==> config.mk <==
export PLATFORM = sky130hd
export DESIGN_NAME = niosii_system_sysid_reader_flat
export DESIGN_NICKNAME = d
export VERILOG_FILES = /design/src/rtl/niosii_system_sysid_reader_pkg.sv /design/src/rtl/niosii_system_sysid_reader_if.sv /design/src/rtl/niosii_system_sysid_reader_timeout_ctr.sv /design/src/rtl/niosii_system_sysid_reader.sv /design/src/flat_wrapper.sv
export SDC_FILE = /design/constraint.sdc
export NUM_CORES = 1
export LEC_CHECK = 0
export BUFFER_PORTS_ARGS = -buffer_cell sky130_fd_sc_hd__clkbuf_2
export CORE_MARGIN = 8
export CORE_UTILIZATION = 54
export DETAILED_ROUTE_END_ITERATION = 6
export GPL_ROUTABILITY_DRIVEN = 0
export HOLD_SLACK_MARGIN = 0.06
export PLACE_DENSITY = 0.91
export RECOVER_POWER = 25
export SKIP_CTS_REPAIR_TIMING = 1
export SLEW_MARGIN = 0
export SYNTH_ARGS = -nofsm -noshare
export SYNTH_HDL_FRONTEND = slang
export SYNTH_HIERARCHICAL = 1
export SYNTH_SLANG_ARGS = --single-unit
==> constraint.sdc <==
create_clock -name clock -period 3.8 [get_ports clock]
set_clock_uncertainty 0.15 [all_clocks]
set_input_delay 0.76 -clock clock [delete_from_list [all_inputs] [get_ports clock]]
set_output_delay 0.76 -clock clock [all_outputs]
set_load 0.01 [all_outputs]
==> src/rtl/niosii_system_sysid_reader_pkg.sv <==
// Shared definitions for the sysid reader: FSM state encoding, Avalon word
// addresses of the sysid slave, timeout counter width and the result compare.
package sysid_reader_pkg;

  typedef enum logic [1:0] {
    ST_IDLE   = 2'd0,
    ST_RD_ID  = 2'd1,
    ST_RD_TS  = 2'd2,
    ST_FINISH = 2'd3
  } state_e;

  localparam logic ADDR_ID = 1'b0;  // system ID word
  localparam logic ADDR_TS = 1'b1;  // build timestamp word

  localparam int TMO_W = 16;        // timeout counter width

  // True when both captured words equal their expected values.
  function automatic logic words_match(input logic [31:0] id_word,
                                       input logic [31:0] ts_word,
                                       input logic [31:0] exp_id,
                                       input logic [31:0] exp_ts);
    return (id_word == exp_id) && (ts_word == exp_ts);
  endfunction

endpackage

==> src/rtl/niosii_system_sysid_reader_if.sv <==
// Avalon-MM read-only link between the sysid reader (master) and the sysid
// slave. Signals: avm_address (word 0 = ID, 1 = timestamp), avm_read strobe,
// avm_readdata (32-bit) and avm_waitrequest stall from the slave.
interface niosii_system_sysid_reader_if;

  logic        avm_address;
  logic        avm_read;
  logic [31:0] avm_readdata;
  logic        avm_waitrequest;

  modport master (
    output avm_address,
    output avm_read,
    input  avm_readdata,
    input  avm_waitrequest
  );

  modport slave (
    input  avm_address,
    input  avm_read,
    output avm_readdata,
    output avm_waitrequest
  );

endinterface

==> src/rtl/niosii_system_sysid_reader_timeout_ctr.sv <==
// Stall watchdog for one read. Ports: clock, reset (sync, active-high),
// clear (zero the count), stall (a read cycle held by waitrequest), limit
// (allowed stalled cycles) and expired (this stall cycle reaches the limit).
module sysid_timeout_ctr
  import sysid_reader_pkg::*;
(
  input  logic             clock,
  input  logic             reset,
  input  logic             clear,
  input  logic             stall,
  input  logic [TMO_W-1:0] limit,
  output logic             expired
);

  logic [TMO_W-1:0] count_q;
  logic [TMO_W-1:0] count_d;

  // Next count: clear wins, otherwise count stalls and saturate at all-ones.
  always_comb begin
    count_d = count_q;
    if (clear) begin
      count_d = {TMO_W{1'b0}};
    end else if (stall && (count_q != {TMO_W{1'b1}})) begin
      count_d = count_q + 16'd1;
    end else begin
      count_d = count_q;
    end
  end

  // Expired flags the stall cycle that brings the count up to the limit, so
  // the read is held for exactly 'limit' stalled cycles before it is dropped.
  // One extra bit keeps the compare correct at the saturation point.
  assign expired = stall && (({1'b0, count_q} + 17'd1) >= {1'b0, limit});

  // Count register.
  always_ff @(posedge clock) begin
    if (reset) begin
      count_q <= {TMO_W{1'b0}};
    end else begin
      count_q <= count_d;
    end
  end

endmodule

==> src/rtl/niosii_system_sysid_reader.sv <==
// Reads the sysid slave's ID (word 0) and timestamp (word 1) on a start pulse
// and compares them with the expected values.
// Ports: clock, reset (sync, active-high), start pulse, avm master link,
// busy, done pulse, sticky pass / timeout_err, captured id_value / ts_value.
module niosii_system_sysid_reader
  import sysid_reader_pkg::*;
#(
  parameter logic [31:0] EXPECTED_ID    = 32'h5892_7058,
  parameter logic [31:0] EXPECTED_TS    = 32'h0000_0000,
  parameter int          TIMEOUT_CYCLES = 255
) (
  input  logic                                clock,
  input  logic                                reset,
  input  logic                                start,
  niosii_system_sysid_reader_if.master        avm,
  output logic                                busy,
  output logic                                done,
  output logic                                pass,
  output logic                                timeout_err,
  output logic [31:0]                         id_value,
  output logic [31:0]                         ts_value
);

  localparam logic [TMO_W-1:0] TMO_LIMIT = TMO_W'(TIMEOUT_CYCLES);

  state_e      state_q, state_d;
  logic        read_q, read_d;
  logic        addr_q, addr_d;
  logic        busy_q, busy_d;
  logic        done_q, done_d;
  logic        pass_q, pass_d;
  logic        tmo_q, tmo_d;
  logic [31:0] id_q, id_d;
  logic [31:0] ts_q, ts_d;

  logic        accept_s;
  logic        stall_s;
  logic        expired_s;
  logic        ctr_clear_s;

  assign accept_s = read_q && !avm.avm_waitrequest;
  assign stall_s  = read_q && avm.avm_waitrequest;

  sysid_timeout_ctr u_timeout_ctr (
    .clock   (clock),
    .reset   (reset),
    .clear   (ctr_clear_s),
    .stall   (stall_s),
    .limit   (TMO_LIMIT),
    .expired (expired_s)
  );

  // Next-state and next-output logic. Outputs are computed for the coming
  // state so that read/address/done/busy all leave registers; read is raised
  // on the start edge, which gives a zero-wait slave back-to-back reads.
  always_comb begin
    state_d     = state_q;
    read_d      = read_q;
    addr_d      = addr_q;
    done_d      = 1'b0;
    pass_d      = pass_q;
    tmo_d       = tmo_q;
    id_d        = id_q;
    ts_d        = ts_q;
    ctr_clear_s = 1'b0;
    busy_d      = 1'b0;
    case (state_q)
      ST_IDLE: begin
        if (start) begin
          state_d     = ST_RD_ID;
          read_d      = 1'b1;
          addr_d      = ADDR_ID;
          pass_d      = 1'b0;
          tmo_d       = 1'b0;
          ctr_clear_s = 1'b1;
        end else begin
          state_d = ST_IDLE;
        end
      end
      ST_RD_ID: begin
        if (accept_s) begin
          state_d     = ST_RD_TS;
          id_d        = avm.avm_readdata;
          addr_d      = ADDR_TS;
          ctr_clear_s = 1'b1;
        end else if (expired_s) begin
          state_d = ST_FINISH;
          read_d  = 1'b0;
          tmo_d   = 1'b1;
          pass_d  = 1'b0;
          done_d  = 1'b1;
        end else begin
          state_d = ST_RD_ID;
        end
      end
      ST_RD_TS: begin
        if (accept_s) begin
          state_d     = ST_FINISH;
          ts_d        = avm.avm_readdata;
          read_d      = 1'b0;
          done_d      = 1'b1;
          ctr_clear_s = 1'b1;
          // The timestamp is compared straight off the bus on its capture edge.
          pass_d      = words_match(id_q, avm.avm_readdata, EXPECTED_ID, EXPECTED_TS);
        end else if (expired_s) begin
          state_d = ST_FINISH;
          read_d  = 1'b0;
          tmo_d   = 1'b1;
          pass_d  = 1'b0;
          done_d  = 1'b1;
        end else begin
          state_d = ST_RD_TS;
        end
      end
      ST_FINISH: begin
        // Start is deliberately not looked at here.
        state_d = ST_IDLE;
      end
      default: begin
        state_d = ST_IDLE;
        read_d  = 1'b0;
      end
    endcase
    busy_d = (state_d != ST_IDLE);
  end

  // State and output registers.
  always_ff @(posedge clock) begin
    if (reset) begin
      state_q <= ST_IDLE;
      read_q  <= 1'b0;
      addr_q  <= ADDR_ID;
      busy_q  <= 1'b0;
      done_q  <= 1'b0;
      pass_q  <= 1'b0;
      tmo_q   <= 1'b0;
      id_q    <= 32'h0000_0000;
      ts_q    <= 32'h0000_0000;
    end else begin
      state_q <= state_d;
      read_q  <= read_d;
      addr_q  <= addr_d;
      busy_q  <= busy_d;
      done_q  <= done_d;
      pass_q  <= pass_d;
      tmo_q   <= tmo_d;
      id_q    <= id_d;
      ts_q    <= ts_d;
    end
  end

  assign avm.avm_read    = read_q;
  assign avm.avm_address = addr_q;
  assign busy            = busy_q;
  assign done            = done_q;
  assign pass            = pass_q;
  assign timeout_err     = tmo_q;
  assign id_value        = id_q;
  assign ts_value        = ts_q;

endmodule
==> src/flat_wrapper.sv <==
// flat-port wrapper written by rule: the top's interface ports become plain ports
module niosii_system_sysid_reader_flat import sysid_reader_pkg::*;
#(
  parameter logic [31:0] EXPECTED_ID    = 32'h5892_7058,
  parameter logic [31:0] EXPECTED_TS    = 32'h0000_0000,
  parameter int          TIMEOUT_CYCLES = 255
)
  (clock, reset, start, busy, done, pass, timeout_err, id_value, ts_value, avm_avm_address, avm_avm_read, avm_avm_readdata, avm_avm_waitrequest);
  niosii_system_sysid_reader_if avm_i ();
  input  logic clock;
  input  logic reset;
  input  logic start;
  output logic busy;
  output logic done;
  output logic pass;
  output logic timeout_err;
  output logic [31:0] id_value;
  output logic [31:0] ts_value;
  output wire logic [$bits(avm_i.avm_address)-1:0] avm_avm_address;
  output wire logic [$bits(avm_i.avm_read)-1:0] avm_avm_read;
  input wire logic [$bits(avm_i.avm_readdata)-1:0] avm_avm_readdata;
  input wire logic [$bits(avm_i.avm_waitrequest)-1:0] avm_avm_waitrequest;
  assign avm_avm_address = avm_i.avm_address;
  assign avm_avm_read = avm_i.avm_read;
  assign avm_i.avm_readdata = avm_avm_readdata;
  assign avm_i.avm_waitrequest = avm_avm_waitrequest;
  niosii_system_sysid_reader #(.EXPECTED_ID(EXPECTED_ID), .EXPECTED_TS(EXPECTED_TS), .TIMEOUT_CYCLES(TIMEOUT_CYCLES)) u_core (.clock(clock), .reset(reset), .start(start), .avm(avm_i), .busy(busy), .done(done), .pass(pass), .timeout_err(timeout_err), .id_value(id_value), .ts_value(ts_value));
endmodule
Yosys cells after proc, flatten, opt, wreduce, memory -nomap -nowiden --
Index checks and enable logic that the tools add are counted.
Storage, ports and cells: bits in registers 88, word-level logic and storage cells 70
Cells by class: add/subtract/negate cells 2, order comparisons 1, equal/unequal tests 10, multiplexer cells 28, reduce and logical (&&, ||, !) cells 19
Operators by type and width (count):
- 32-bit by 31-bit == test with 1-bit output, second input constant | 1
- 32-bit zero test | 1
- 1-bit two-way mux | 18
- 16-bit by 1-bit adder with 17-bit output, second input constant | 1
- 17-bit by 8-bit greater-or-equal comparator with 1-bit output, second input constant | 1
- 16-bit by 1-bit adder with 16-bit output, second input constant | 1
- 16-bit inequality test, second input constant | 1
- 1-bit case mux with 2 select lines | 4
- 2-bit case mux with 4 select lines | 1
- 2-bit two-way mux | 3
- 2-bit inequality test, second input constant | 3
- 1-bit case mux with 3 select lines | 2
- 3-bit AND reduction | 2
- 2-bit nonzero test | 3
- 1-bit logical AND | 5
- 2-bit == test, second input constant | 2
- 2-bit by 1-bit inequality test with 1-bit output, second input constant | 2
- 2-bit AND reduction | 2
- 4-bit AND reduction | 1
- 2-bit OR reduction | 2
- 3-bit nonzero test | 1
- 2-bit by 1-bit == test with 1-bit output, second input constant | 1
- 2-bit zero test | 1
- 1-bit zero test | 1

Depth between registers and ports, before layout --
Gate-level depths: netlist of run 1.
depth after elaboration 7, depth in mapped cells 14, depth with buffers taken out 13

Modules after synthesis --
Netlist of run 1, hierarchy kept.
Modules (own cells, without submodules):
- niosii_system_sysid_reader | times used 1, cells an instance 355, area an instance 2810.2 um^2, seq. area each 1441.4 um^2
- sysid_timeout_ctr | times used 1, cells an instance 194, area an instance 1566.5 um^2, seq. area each 320.3 um^2

Worst setup path before layout of run 1 --
Ideal clock, no wire load.
path type flip-flop to flip-flop, start point reg u_core.u_timeout_ctr.count_q[0], end point reg u_core.busy_q, in the netlist u_core/busy, arrival 2.927 ns, required time 3.527 ns, setup slack 0.600 ns, stages on the path, launching flop included 14, buffers on the path 1, clock period less this slack 3.200 ns, cells stage by stage dfxtp_1 ha_1 and3_2 nor4b_4 buf_4 nand2_1 xnor2_1 ha_1 a21o_1 a221oi_1 o211ai_1 o21ai_0 a211oi_1 or2_2
Between the ends: cells in the longest elaborated chain, start to end 7, elaborated cells between the ends (all ways) 9, those cells by class add/sub: 1; order compare: 1; mux: 5; reduce/logical: 2
RTL lines:
- start, declared | RTL line niosii_system_sysid_reader_timeout_ctr.sv:15 | logic [TMO_W-1:0] count_q;
- start signal, assigned | RTL line niosii_system_sysid_reader_timeout_ctr.sv:38 | count_q <= {TMO_W{1'b0}};
- start signal, assigned | RTL line niosii_system_sysid_reader_timeout_ctr.sv:40 | count_q <= count_d;
- 16-bit by 1-bit adder with 17-bit output (*) | RTL line niosii_system_sysid_reader_timeout_ctr.sv:33 | assign expired = stall && (({1'b0, count_q} + 17'd1) >= {1'b0, limit});
- 17-bit by 8-bit greater-or-equal comparator with 1-bit output (*) | RTL line niosii_system_sysid_reader_timeout_ctr.sv:33
- 1-bit logical AND (*) | RTL line niosii_system_sysid_reader_timeout_ctr.sv:33
- net u_core.expired_s | RTL line niosii_system_sysid_reader.sv:38 | logic expired_s;
- 1-bit two-way mux / 2-bit two-way mux (equally long branches) | RTL line niosii_system_sysid_reader.sv:105, niosii_system_sysid_reader.sv:86
- 2-bit two-way mux, on equally long branches | RTL line niosii_system_sysid_reader.sv:97, niosii_system_sysid_reader.sv:81
- 2-bit case mux with 4 select lines (*) | RTL line niosii_system_sysid_reader.sv:67 | case (state_q)
- 2-bit nonzero test (*) | RTL line niosii_system_sysid_reader.sv:124 | busy_d = (state_d != ST_IDLE);
- end signal, assigned | RTL line niosii_system_sysid_reader.sv:143 | busy_q <= busy_d;
- end, declared | RTL line niosii_system_sysid_reader.sv:29 | logic busy_q, busy_d;
The timed path passes the listed nets; every way through them passes the cells marked *. A chain may end at the register's enable or synchronous reset.

Worst setup path after layout of run 1 --
Ends and elaborated chain as after synthesis.

==> results of run 1 <==
-- layout make-up --
cell class	instances	area, µm²	area share
well taps	105	131	0.0253
clock buffers	9	124	0.0239
multi-input cells	419	2430	0.469
flip-flops and latches	88	1760	0.340
repair buffers	114	546	0.105
inverters	24	90.1	0.0174
clock inverters	7	103	0.0198
-- metal layers --
metal,vias up,wire [µm],GRT usage
li1,2086,-,-
met1,2019,4690,0.229
met2,153,5960,0.361
met3,29,1090,0.0750
met4,0,344,0.102
met5,-,0,0
-- cells by family (layout without fill, tap and decap cells) --
family | count (synthesis) | count (layout)
mux | 8 | 8
other cells | 2 | 16
xor+xnor | 14 | 14
flops | 88 | 88
compound gates | 123 | 123
fa+ha+maj | 22 | 22
buf+inv | 56 | 154
simple gates | 236 | 236
-- worst register-to-register path: cells and delay by family, from the launching register on --
kind / cells / cell delay (ns)
and+or+nand+nor: 4 / 1.17
AOI/OAI and AO/OA: 6 / 1.08
xor gates and xnor gates: 1 / 0.13
DFF: 1 / 0.42
adders and majority gates: 2 / 0.50
-- path summary, 6_finish.rpt --
check | from | end | slack (ns) | cells after the start
worst max-delay path | u_core/u_timeout_ctr/count_q[0]$_SDFFE_PP0P_ | u_core/busy$_SDFF_PP0_ | 0.25 | 13
worst min-delay path | u_core/ts_value[4]$_SDFFE_PP0P_ | u_core/ts_value[4]$_SDFFE_PP0P_ | 0.31 | 2
worst max register to register | u_core/u_timeout_ctr/count_q[0]$_SDFFE_PP0P_ | u_core/busy$_SDFF_PP0_ | 0.25 | 13
worst min register to register | u_core/ts_value[4]$_SDFFE_PP0P_ | u_core/ts_value[4]$_SDFFE_PP0P_ | 0.31 | 2
-- metrics by stage --
| stage | util | power [mW] | worst slack [ns] |
|---|---|---|---|
| detailed placement | 0.619 | 1.12 | 0.310 |
| global placement | 0.619 | 1.11 | 0.495 |
| CTS | 0.647 | 1.82 | 0.261 |
| finish | 0.644 | 1.81 | 0.248 |
| floorplan | - | 1.05 | 0.600 |
| global route | 0.644 | 1.87 | 0.0117 |
-- state kept, by name (all words and copies together), names as in the netlist --
signal,count
u_core/id_value,32
u_core/ts_value,32
u_core/u_timeout_ctr/count_q,16
u_core/state_q,2
u_core/avm.avm_address,1
u_core/avm.avm_read,1
u_core/busy,1
u_core/done,1
u_core/pass,1
u_core/timeout_err,1
-- power by group through the flow --
stage | Clock (mW) | Combinational [mW] | Sequential [mW]
6_report | 0.706 | 0.158 | 0.944
5_1_grt | 0.751 | 0.175 | 0.946
4_1_cts | 0.722 | 0.157 | 0.944
3_5_place_dp | 0 | 0.155 | 0.965
3_3_place_gp | 0 | 0.150 | 0.965
2_1_floorplan | 0 | 0.0853 | 0.968
-- cells in the mapped netlist, drive strengths merged (4+ instances only) --
cell type | number | area, µm²
a2111o | 5 | 56.3
a211oi | 7 | 62.6
a21oi | 82 | 414
and3 | 6 | 43.8
buf | 12 | 88.8
clkbuf | 20 | 75.1
dfxtp | 88 | 1760
ha | 22 | 275
inv | 23 | 86.3
mux2i | 8 | 80.1
nand2 | 161 | 607
nand3 | 4 | 20.0
nand4 | 8 | 56.3
nor2 | 13 | 48.8
nor4 | 9 | 62.6
nor4b | 10 | 103
o21ai | 9 | 45.0
or3 | 6 | 37.5
xnor2 | 7 | 61.3
xor2 | 7 | 61.3
==> impl_metrics.yaml, run 1 <==
power:
  p_leak_nw: 2.08
  switchingPower_mw: 0.494
  vdd_ir_drop_max_mv: 0.224
  p_int_mw: 1.31
  power_frac_comb: 0.088
  seq_power_share: 0.522
  powerDensity_nw_per_um2: 349
  p_clk_frac: 0.391
  p_sw_frac: 0.273
outcome:
  status: "finished, final reports clean"
sta:
  period_share: 0.935
  holdWs_ns: 0.314
  fin_crit_ns: 3.55
  fmaxAchievable_mhz: 282
  setup_violations: 0
  maxSlewViolCount: 0
  slew_headroom: 0.276
  hold_viol: 0
  tightest_slew_ns: 1.08
  rsz0062_at_grt: "no"
  fin_tns_setup_ns: 0
flow_run:
  maxCapViolCount: 0
floorplan:
  die_w_um: 106
  start_util: 0.544
  rows: 33
  ios: 106
  coreArea_um2: 8050
  dieArea_um2: 11200
  die_h_um: 106
setup_path:
  cp-end-kind: "flop"
  path_cells: "ha_1 -> and3_2 -> or3b_1 -> nor2_1 -> xnor2_1 -> ha_1 -> a21oi_1 -> o21ai_0 -> a22oi_1 -> o211ai_1 -> o211ai_1 -> a21oi_1 -> or2_2"
  critPathRequiredTime_ns: 3.91
  cp_num_buf_inv: 0
  cp-start-kind: "flop"
  max_stage_delay_ns: 0.47
  path_class: "flop to flop"
  cp_max_fo: 6
  slowest_stage: "or3b_1"
  cp_data_arrival_time_ns: 3.66
  critPathTopFamily: "simple AND/OR/NAND/NOR gates"
yosys:
  synth-xor-area-share: 0.0280
  async_reset_ff_frac: 0
  synth_top_family_by_area: "simple AND/OR/NAND/NOR gates"
  synth-compound-area-share: 0.172
  synth.mux.area_fraction: 0.0183
  yosysWarnings: 6
  synth_edf_count: 0
  synth_seq_cells: 88
  synthSimpleGateAreaFrac: 0.256
  synth_cell_types: 62
  synth-seq-area-share: 0.403
  ys.flop_type: "dfxtp_1"
  synth_area_um2: 4380
  netlist_instances: 549
  synthAdderAreaFrac: 0.0629
  synth_area_per_cell_um2: 7.97
layout:
  final_area_um2: 5180
  drive_above_1_share: 0.165
  finish.net_count: 714
  mostFrequentLayoutCell: "nand2_1"
  final_cell_mix: "160 x nand2_1, 88 x dfxtp_1, 81 x a21oi_1"
  final-instance-count-excl-fill: 766
  n_fill_cell: 687
  area_delta_synth_final_pct: 18.4
  num_antenna_cells: 0
worst_hold_path:
  holdCritPathClass: "flop to flop"
place:
  io_buffers: 105
  dp_hpwl_um: 8840
  dp_cells: 749
  placed_cell_area_um2: 4980
route:
  wl_per_cell_um: 15.8
  viasPerCell: 5.60
  routed_wl_um: 12100
  drc: 0
  postRouteAntennaNets: 0
  drt_iter0_markers: 259
  via_count: 4287
  firstDrtPassIters: 5
clock_network:
  path_clk_slew_ns: 0.10
  insertion_delay_ns: 0.36
  cts_buffer_depth: 2
  cts_buffers: 9
  htreeDepth: 3
  cts_root_buf: "clkbuf_8"
  numClockSinks: 88
  cts_tree: "yes"
global_routing:
  grt_pass1_wl_um: 19700
  track_usage: 0.211
  grt_pass1_vias: 4262
  antenna_found_initial: 0
  grt_max_degree: 47
  grt_overflow: 0
Power figures use the tool's default switching activity.
==> inputs of run 2 (changes only) <==
- CORE_ASPECT_RATIO: not set -> 1.5
- CORE_MARGIN: 8 -> 1
==> impl_metrics.yaml, run 2 (synthesis results as in run 1) <==
route:
  via_count: 4391
  wl_per_cell_um: 16.1
  drt_iter0_markers: 290
  drc: 0
  viasPerCell: 5.76
  firstDrtPassIters: 6
  routed_wl_um: 12200
  postRouteAntennaNets: 0
place:
  io_buffers: 105
  place_ws_ns: 0.428
  placed_cell_area_um2: 4980
  dp_hpwl_um: 8480
sta:
  fin_tns_setup_ns: 0
  fin_ws_ns: 0.352
  tightest_slew_ns: 1.14
  period_share: 0.907
  rsz0062_at_grt: "no"
  setup_violations: 0
  fmaxAchievable_mhz: 290
  slew_headroom: 0.240
  hold_viol: 0
  maxSlewViolCount: 0
  fin_crit_ns: 3.45
clock_network:
  cts_buffers: 9
  htreeDepth: 3
  cts_root_buf: "clkbuf_16"
  insertion_delay_ns: 0.34
  cts_buffer_depth: 2
  numClockSinks: 88
  path_clk_slew_ns: 0.07
  cts_tree: "yes"
setup_path:
  rr_worst_depth: 12
  critPathMostFrequentCell: "nand4_1"
  path_class: "flop to flop"
  cp_data_arrival_time_ns: 3.59
  cp_max_fo: 6
  r2r_slack_ns: 0.35
  reg2reg_from: "u_core/u_timeout_ctr/count_q[3]$_SDFFE_PP0P_"
  cp-end-kind: "flop"
  critPathTopFamily: "simple AND/OR/NAND/NOR gates"
  path_cells: "nand4_1 -> nor4_2 -> and3_1 -> xor2_1 -> ha_1 -> nand4_1 -> nor4_1 -> o31ai_1 -> o211ai_1 -> o21ai_0 -> a211oi_1 -> or2_2"
  critPathRequiredTime_ns: 3.94
  cp_num_buf_inv: 0
  cp-start-kind: "flop"
  slowest_stage: "nor4_2"
  max_stage_delay_ns: 0.49
  r2r_end: "u_core/busy$_SDFF_PP0_"
layout:
  final_cell_mix: "160 x nand2_1, 88 x dfxtp_1, 81 x a21oi_1"
  area_delta_synth_final_pct: 20.2
  finish.net_count: 713
  n_fill_cell: 629
  final_area_um2: 5260
  num_antenna_cells: 0
  mostFrequentLayoutCell: "nand2_1"
  drive_above_1_share: 0.162
power:
  powerDensity_nw_per_um2: 395
  p_leak_nw: 2.10
  power_mw: 2.08
  vdd_ir_drop_max_mv: 0.413
global_routing:
  grt_pass1_vias: 4377
  track_usage: 0.300
  grt_pass1_wl_um: 19500
  grt_overflow: 0
  grt_max_degree: 41
  antenna_found_initial: 0
floorplan:
  coreArea_um2: 7710
  rows: 39
  start_util: 0.568
  die_w_um: 75.5
  ios: 106
  dieArea_um2: 8480
  die_h_um: 112
worst_hold_path:
  min_from: "u_core/ts_value[5]$_SDFFE_PP0P_"
  hold_end: "u_core/ts_value[5]$_SDFFE_PP0P_"
  min_path_cells: 2
  holdCritPathClass: "flop to flop"
flow_run:
  maxCapViolCount: 0
outcome:
  status: "finished, final reports clean"
## run 2: cell types whose count changed in the layout (fill, tap and decap cells not counted), sizes merged
cell	before	now
bufinv	1	2
buf	9	8
clkinvlp	0	1
clkinv	5	4
inv	25	24
## run 2: tightest hold or removal path: stages (launching register included)
cell,delay (ns)
dfxtp_1,0.31
nand2_1,0.05
a21oi_1,0.05
## run 2: cell type report
cell class	count	area, µm²	area share
clock buffer	9	225	0.0428
clock inverter	7	106	0.0202
inverter	24	90.1	0.0171
multi-input combinational	419	2410	0.459
sequential	88	1760	0.335
tap	102	128	0.0243
timing repair buffer	113	538	0.102
## run 2: how the worst max path moves through the flow
stage | depth (start not counted) | startpoint | to | slack, ns
floorplan | 13 | u_core/u_timeout_ctr/count_q[0]$_SDFFE_PP0P_ | u_core/busy$_SDFF_PP0_ | 0.60
global placement | 13 | u_core/u_timeout_ctr/count_q[0]$_SDFFE_PP0P_ | u_core/busy$_SDFF_PP0_ | 0.48
detailed placement | 13 | u_core/u_timeout_ctr/count_q[0]$_SDFFE_PP0P_ | u_core/busy$_SDFF_PP0_ | 0.43
CTS | 13 | u_core/u_timeout_ctr/count_q[0]$_SDFFE_PP0P_ | u_core/busy$_SDFF_PP0_ | 0.39
global route | 12 | u_core/u_timeout_ctr/count_q[3]$_SDFFE_PP0P_ | u_core/busy$_SDFF_PP0_ | 0.14
finish | 12 | u_core/u_timeout_ctr/count_q[3]$_SDFFE_PP0P_ | u_core/busy$_SDFF_PP0_ | 0.35
## run 2: stage by stage
step,util,cells,hold WS [ns]
after floorplan,-,563,0.289
after global placement,0.646,746,0.292
after detailed placement,0.646,746,0.296
after CTS,0.689,762,0.305
after global routing,0.683,762,0.325
final,0.683,762,0.303
## run 2: layer usage
metal,part of all wire,GRT usage,up-vias
met5,0,0,-
met4,0.037,0.158,0
met3,0.071,0.0745,49
met2,0.52,0.510,225
met1,0.37,0.334,2029
li1,-,-,2088
## run 2: report_power, final
group          internal [mW]  switching [mW]
Clock                  0.584           0.387
Combinational         0.0552           0.105
Sequential             0.934          0.0114
==> inputs of run 3 (changes only) <==
==> constraint.sdc (replaced) <==
create_clock -name clock -period 3.8 [get_ports clock]
set_clock_uncertainty 0.15 [all_clocks]
set_input_delay 0.38 -clock clock [delete_from_list [all_inputs] [get_ports clock]]
set_output_delay 0.38 -clock clock [all_outputs]
set_load 0.01 [all_outputs]
==> impl_metrics.yaml, run 3 (synthesis results as in run 1) <==
layout:
  finish.net_count: 711
  fin_util: 0.677
  mostFrequentLayoutCell: "nand2_1"
  final_cell_mix: "160 x nand2_1, 88 x dfxtp_1, 81 x a21oi_1"
  drive_above_1_share: 0.160
  num_antenna_cells: 0
  final-instance-count-excl-fill: 760
  final_area_um2: 5220
  area_delta_synth_final_pct: 19.2
  n_fill_cell: 626
sta:
  holdWs_ns: 0.130
  period_share: 1.01
  fin_ws_ns: -0.0515
  maxSlewViolCount: 0
  setup_violations: 1
  fin_tns_setup_ns: -0.0515
  fmaxAchievable_mhz: 260
  hold_viol: 0
  tightest_slew_ns: 1.08
  slew_headroom: 0.280
  fin_crit_ns: 3.85
floorplan:
  ios: 106
  start_util: 0.568
  coreArea_um2: 7710
  die_w_um: 75.5
  die_h_um: 112
  rows: 39
  dieArea_um2: 8480
route:
  routed_wl_um: 12200
  postRouteAntennaNets: 0
  wl_per_cell_um: 16.1
  firstDrtPassIters: 7
  drt_iter0_markers: 288
  viasPerCell: 5.80
  drc: 0
  via_count: 4411
setup_path:
  r2r_slack_ns: -0.05
  path_depth: 13
  cp_num_buf_inv: 0
  cp_data_arrival_time_ns: 3.99
  rr_worst_depth: 13
  critPathMostFrequentCell: "ha_1"
  cp-start-kind: "flop"
  critPathRequiredTime_ns: 3.94
  reg2reg_from: "u_core/u_timeout_ctr/count_q[0]$_SDFFE_PP0P_"
  critPathLaunch: "u_core/u_timeout_ctr/count_q[0]$_SDFFE_PP0P_"
  path_class: "flop to flop"
  r2r_end: "u_core/busy$_SDFF_PP0_"
  path_cells: "ha_1 -> and3_2 -> nor4b_4 -> nand2_1 -> xnor2_1 -> ha_1 -> nand4_1 -> nor4_1 -> o31ai_1 -> o211ai_1 -> o21ai_0 -> a211oi_1 -> or2_2"
  critPathTopFamily: "simple AND/OR/NAND/NOR gates"
  slowest_stage: "nor4_1"
  max_stage_delay_ns: 0.49
  cp_max_fo: 6
  cp-end-kind: "flop"
power:
  seq_power_share: 0.485
  p_leak_nw: 2.09
  powerDensity_nw_per_um2: 374
  power_frac_comb: 0.080
  vdd_ir_drop_max_mv: 0.378
  switchingPower_mw: 0.508
  p_clk_frac: 0.435
  p_int_mw: 1.44
  power_mw: 1.95
  p_sw_frac: 0.260
place:
  io_buffers: 105
  placed_cell_area_um2: 4960
  dp_hpwl_um: 8560
  dp_cells: 743
  place_ws_ns: 0.246
clock_network:
  numClockSinks: 88
  path_clk_slew_ns: 0.07
  cts_root_buf: "clkbuf_16"
  cts_tree: "yes"
  htreeDepth: 3
  insertion_delay_ns: 0.34
  cts_buffers: 9
  cts_buffer_depth: 2
outcome:
  violations: "negative setup slack"
  status: "complete, but fails checks"
global_routing:
  grt_pass1_vias: 4350
  track_usage: 0.300
  antenna_found_initial: 0
  grt_max_degree: 42
  grt_overflow: 0
  grt_pass1_wl_um: 19700
worst_hold_path:
  min_from: "avm_avm_readdata[13]"
  min_path_cells: 3
  hold_end: "u_core/id_value[13]$_SDFFE_PP0P_"
  holdCritPathClass: "primary input to flop"
flow_run:
  maxCapViolCount: 0
## run 3: cell count changes in the layout (fill, tap and decap cells not counted), sizes merged
cell / delta
inv: +2
bufinv: -2
buf: -2
## run 3: layout make-up
| cell class | count | area [µm²] | share of cell area |
|---|---|---|---|
| inverters | 24 | 90.1 | 0.0173 |
| multi-input cells | 419 | 2430 | 0.465 |
| flip-flops and latches | 88 | 1760 | 0.338 |
| clock buffers | 9 | 225 | 0.0432 |
| clock inverters | 7 | 63.8 | 0.0122 |
| repair buffers | 111 | 522 | 0.100 |
| well taps | 102 | 128 | 0.0245 |
## run 3: layer usage
layer	global-route usage	wire length, µm	up-vias	part of all wire
met5	0	0	-	0
met4	0.158	608	0	0.050
met3	0.0826	819	56	0.067
met2	0.510	6160	211	0.50
met1	0.329	4640	2063	0.38
li1	-	-	2081	-
## run 3: how the worst max path moves through the flow
stage and to:
6_report u_core/busy$_SDFF_PP0_, 5_1_grt u_core/busy$_SDFF_PP0_, 4_1_cts u_core/busy$_SDFF_PP0_, 3_5_place_dp u_core/busy$_SDFF_PP0_, 3_3_place_gp u_core/busy$_SDFF_PP0_, 2_1_floorplan u_core/busy$_SDFF_PP0_
## run 3: power groups by stage
stage / registers [mW] / clock network, mW / logic [mW]
floorplan: 0.968 / 0 / 0.0853
global placement: 0.965 / 0 / 0.146
detailed placement: 0.966 / 0 / 0.150
CTS: 0.945 / 0.857 / 0.151
global route: 0.947 / 0.889 / 0.171
finish: 0.945 / 0.848 / 0.156
## run 3: worst register-to-register path: stages, from the launching register on
cell,delay (ns)
dfxtp_1,0.43
ha_1,0.26
and3_2,0.26
nor4b_4,0.31
nand2_1,0.13
xnor2_1,0.16
ha_1,0.32
nand4_1,0.17
nor4_1,0.49
o31ai_1,0.22
o211ai_1,0.26
o21ai_0,0.18
a211oi_1,0.29
or2_2,0.17
